==> src/rtl/adder_result_fifo.sv <==
`default_nettype none
// ============================================================================
// Module      : adder_result_fifo
// Description : Captures {carry, s} from a fixed-latency pipelined adder and
//               buffers the results in a first-word fall-through FIFO.
// Revision    : 1.0 - initial release
// ============================================================================
module adder_result_fifo #(
    parameter int WIDTH   = 3,
    parameter int LATENCY = 3,
    parameter int DEPTH   = 4
) (
    input  logic                         clk,
    input  logic                         rst_n,
    input  logic                         in_valid,
    input  logic [WIDTH-1:0]             s,
    input  logic                         carry,
    output logic                         out_valid,
    input  logic                         out_ready,
    output logic [WIDTH:0]               out_sum,
    output logic [$clog2(DEPTH+1)-1:0]   count,
    output logic                         overflow,
    output logic [7:0]                   drop_count
);

    localparam int PW = $clog2(DEPTH);
    localparam int CW = $clog2(DEPTH+1);

    logic [LATENCY-1:0] r_vpipe;
    logic [WIDTH:0]     r_mem [DEPTH];
    logic [PW-1:0]      r_wptr;
    logic [PW-1:0]      r_rptr;
    logic [CW-1:0]      r_count;
    logic               r_overflow;
    logic [7:0]         r_drop_count;

    logic w_cap;
    logic w_full;
    logic w_pop;
    logic w_push;
    logic w_drop;

    generate
        if (LATENCY == 1) begin : g_pipe_one
            always_ff @(posedge clk or negedge rst_n) begin
                if (!rst_n) begin
                    r_vpipe <= '0;
                end else begin
                    r_vpipe <= in_valid;
                end
            end
        end else begin : g_pipe_multi
            always_ff @(posedge clk or negedge rst_n) begin
                if (!rst_n) begin
                    r_vpipe <= '0;
                end else begin
                    r_vpipe <= {r_vpipe[LATENCY-2:0], in_valid};
                end
            end
        end
    endgenerate

    assign w_cap  = r_vpipe[LATENCY-1];
    assign w_full = (r_count == CW'(DEPTH));
    assign w_pop  = (r_count != '0) && out_ready;
    // A full FIFO can still accept a result when the head leaves at the same edge.
    assign w_push = w_cap && (!w_full || w_pop);
    assign w_drop = w_cap && !w_push;

    always_ff @(posedge clk) begin
        if (w_push) begin
            r_mem[r_wptr] <= {carry, s};
        end
    end

    always_ff @(posedge clk or negedge rst_n) begin
        if (!rst_n) begin
            r_wptr  <= '0;
            r_rptr  <= '0;
            r_count <= '0;
        end else begin
            if (w_push) begin
                r_wptr <= r_wptr + PW'(1);
            end
            if (w_pop) begin
                r_rptr <= r_rptr + PW'(1);
            end
            case ({w_push, w_pop})
                2'b10:   r_count <= r_count + CW'(1);
                2'b01:   r_count <= r_count - CW'(1);
                default: r_count <= r_count;
            endcase
        end
    end

    always_ff @(posedge clk or negedge rst_n) begin
        if (!rst_n) begin
            r_overflow   <= 1'b0;
            r_drop_count <= '0;
        end else if (w_drop) begin
            r_overflow <= 1'b1;
            if (r_drop_count != 8'hFF) begin
                r_drop_count <= r_drop_count + 8'd1;
            end
        end
    end

    // Gating on count keeps out_sum at zero while reset holds count cleared.
    assign out_valid  = (r_count != '0);
    assign out_sum    = out_valid ? r_mem[r_rptr] : '0;
    assign count      = r_count;
    assign overflow   = r_overflow;
    assign drop_count = r_drop_count;

endmodule
`default_nettype wire

==> config.mk <==
export PLATFORM = sky130hd
export DESIGN_NAME = adder_result_fifo
export DESIGN_NICKNAME = d
export VERILOG_FILES = /design/src/rtl/adder_result_fifo.sv
export SDC_FILE = /design/constraint.sdc
export NUM_CORES = 1
export LEC_CHECK = 0
export ABC_AREA = 1
export CORE_ASPECT_RATIO = 1.25
export CORE_MARGIN = 5
export CORE_UTILIZATION = 56
export CTS_BUF_LIST = sky130_fd_sc_hd__clkbuf_16
export DETAILED_ROUTE_END_ITERATION = 8
export HOLD_SLACK_MARGIN = 0.12
export PLACE_DENSITY = 0.79
export SLEW_MARGIN = 0
export SYNTH_ARGS = -nofsm -noshare
export SYNTH_HDL_FRONTEND = slang
export SYNTH_SLANG_ARGS = --single-unit
==> constraint.sdc <==
create_clock -name clk -period 3.6 [get_ports clk]
set_clock_uncertainty 0.1 [all_clocks]
set_input_delay 0.54 -clock clk [delete_from_list [all_inputs] [get_ports clk]]
set_output_delay 0.54 -clock clk [all_outputs]
set_load 0.02 [all_outputs]
==> run metrics <==
status finished clean; Hold Path Class register to register; maximum clock rate 391 MHz; IO buf count 24; startpoint types register; Worst-Skew Late Latency 0.27 ns; Final Cell Area 0.00206 mm²; DRT iter0 DRCs 70; leak pwr 0.918 nW; initial antenna violation count 0; commonest non-fill, non-tap cell in the layout nand2_1; Cell Rows 21; Critical Setup Path Class register to primary output; RSZ-0062 raised after global routing no; Post-synth ARST share 54.3%; crit path capture type primary output; pwr dens 881 mW/mm²; complex-gate fraction of the synthesized area 5.58%; Post-synth EDFFs 16; largest net degree at the start of global routing 20; CTS tree done; Post-Layout Cell Count 227; Vias per Instance 5.14; CP peak stage delay 0.63 ns; Max H-tree Level 2; FF+latch count, synth 35; Routed Antenna Nets 0; r2r setup slk 1.82 ns; Clock Path Buffers 2; Post-Synth XOR/XNOR Area 4.88%; die area 0.00406 mm²; # DRC 0; final max-slew violation count 0; hold-fix buffers at CTS 0; vias 1166; vias in the first global route 1230; share of layout cells above drive strength 1 8.81%; Final Hold Viols 0; Post-Syn Nets 176; Netlist Area Pre-Place 0.00161 mm²; Max FO, Critical Path 10; core area 0.00273 mm²; Slew HR 42.1%; die height 70.0 µm; final core utilization 75.2%; most frequent cells in the layout 28 x nand2_1, 27 x nor2_1, 24 x clkdlybuf4s50_1; Remaining Overflow, GRT 0; max-capacitance violation count 0; Mapped Cells 162; FF/Latch Area 956 µm²; crit-path cells inv_1 > o21ai_0 > a21oi_1 > clkdlybuf4s50_1; Critical Path AT 1.92 ns; placed cell count 219; largest family of logic cells by synthesized area simple AND/OR/NAND/NOR gates; area share of fa/ha/maj cells after synthesis 5.12%; Area after DPL 0.00189 mm²; Detailed Route WL 3210 µm; Final #Nets 206; worst-margin pin slew 0.865 ns; Seq/Total Area, Yosys 59.2%; Tcrit/Tclk final 71.0%; maximum vdd drop 541 µV; CTS sink cnt 35; CP max stage cell clkdlybuf4s50_1; CTS clk-pin slew, worst paths 0.05 ns; area of the multi-input gates 568 µm²; Layout area overhead 27.4%; CP required 2.96 ns; Min Hold Slack 0.250 ns; Synth Flop Type dfrtp_1; # Post-CTS Setup Buffers 0; drt pass-1 iters 4; Avg Inst Size Synth 9.96 µm²; Critical path buffers and inverters 2; Die Wd 58.0 µm; Synth Area in Simple Gates 19.6%; boundary pin count 25; PostCTS Resize Cnt 0; routability cong. 0.922; Syn. warnings 0; Filler Cell Count 191; Fin Setup TNS 0 ns; WL per Instance 14.1 µm; min Tclk post-route 2.56 ns; Root Buffer clkbuf_16; GRT Util Overall 17.6%; Post-DP HPWL 2200 µm; count of different cell masters after synthesis 22; Initial Util 59.1%; first-pass GRT wire length 5350 µm; Worst path top cell family by delay buffers and inverters; Ant. Diodes 0; mux cell area share after synthesis 0%; endpoints failing setup 0; total CTS buffers 5
## final timing paths
check                           start            end  cells past startpoint
min in group asynchronous       rst_n       count[1]                      1
max reg2reg                  count[0]       count[2]                      9
min                        r_vpipe[0]     r_vpipe[1]                      0
min reg2reg                r_vpipe[0]     r_vpipe[1]                      0
max in group asynchronous       rst_n  drop_count[5]                      1
max                         r_rptr[0]     out_sum[1]                      4
## layer usage
metal  vias up  global-route usage [%]  share of wire [%]
li1        580                       -                  -
met1       538                    18.7                 39
met2        33                    30.2                 52
met3        15                    3.13                3.4
met4         0                    12.9                5.1
met5         -                       0                  0
## report_power, final
group / internal [W] / total, W / leakage, nW / switching (W)
combinational: 0.000301 / 0.000710 / 0.459 / 0.000408
clock: 0.000322 / 0.000470 / 0.0812 / 0.000148
sequential: 0.000532 / 0.000631 / 0.378 / 0.0000988
## layout make-up
cell class,instances,share of cell area [%]
timing repair buffer,24,11.7
clock buffer,5,6.09
clock inverter,3,1.89
multi-input combinational,104,27.6
tap,34,2.07
sequential,35,46.5
inverter,22,4.14
## Yosys cell counts, types with 2 or more instances
cell type | n | share of area, %
a21oi_1 | 6 | 1.9
dfrtp_1 | 19 | 29
edfxtp_1 | 16 | 30
ha_1 | 5 | 3.9
inv_1 | 21 | 4.9
nand2_1 | 28 | 6.5
nand2_2 | 2 | 0.78
nand3_1 | 4 | 1.2
nand3_2 | 3 | 1.9
nand4_1 | 2 | 0.78
nor2_1 | 27 | 6.3
nor2_2 | 2 | 0.78
o21ai_0 | 11 | 3.4
xnor2_1 | 2 | 1.1
xor2_1 | 7 | 3.8
## logic make-up after synthesis
group / count (synthesis)
AND/OR/NAND/NOR: 71
buffers and inverters: 23
adder cells (fa/ha/maj): 6
AO/OA/AOI/OAI: 18
XOR/XNOR: 9
flip-flops: 35
## worst register-to-register path, stage by stage (launching register included)
cell     delay, ns
dfrtp_1       0.43
nor2_2        0.08
nand2_2       0.12
nand3_1       0.14
fa_1          0.43
inv_1         0.10
nand4_1       0.11
nand3_1       0.10
nand2_1       0.06
inv_1         0.05
## registers in the layout (all words and copies together) (netlist names)
name,cells
r_vpipe,3
r_rptr,2
overflow,1
r_mem,16
drop_count,8
count,3
r_wptr,2
## per-stage QoR
stage	setup slack [ns]	power, W
final	1.04	0.00181
after global routing	0.906	0.00194
after CTS	1.02	0.00183
after detailed placement	1.34	0.00133
after global placement	1.36	0.00130
after floorplan	1.77	0.00106
No activity file was read; power rests on OpenSTA's default activity.
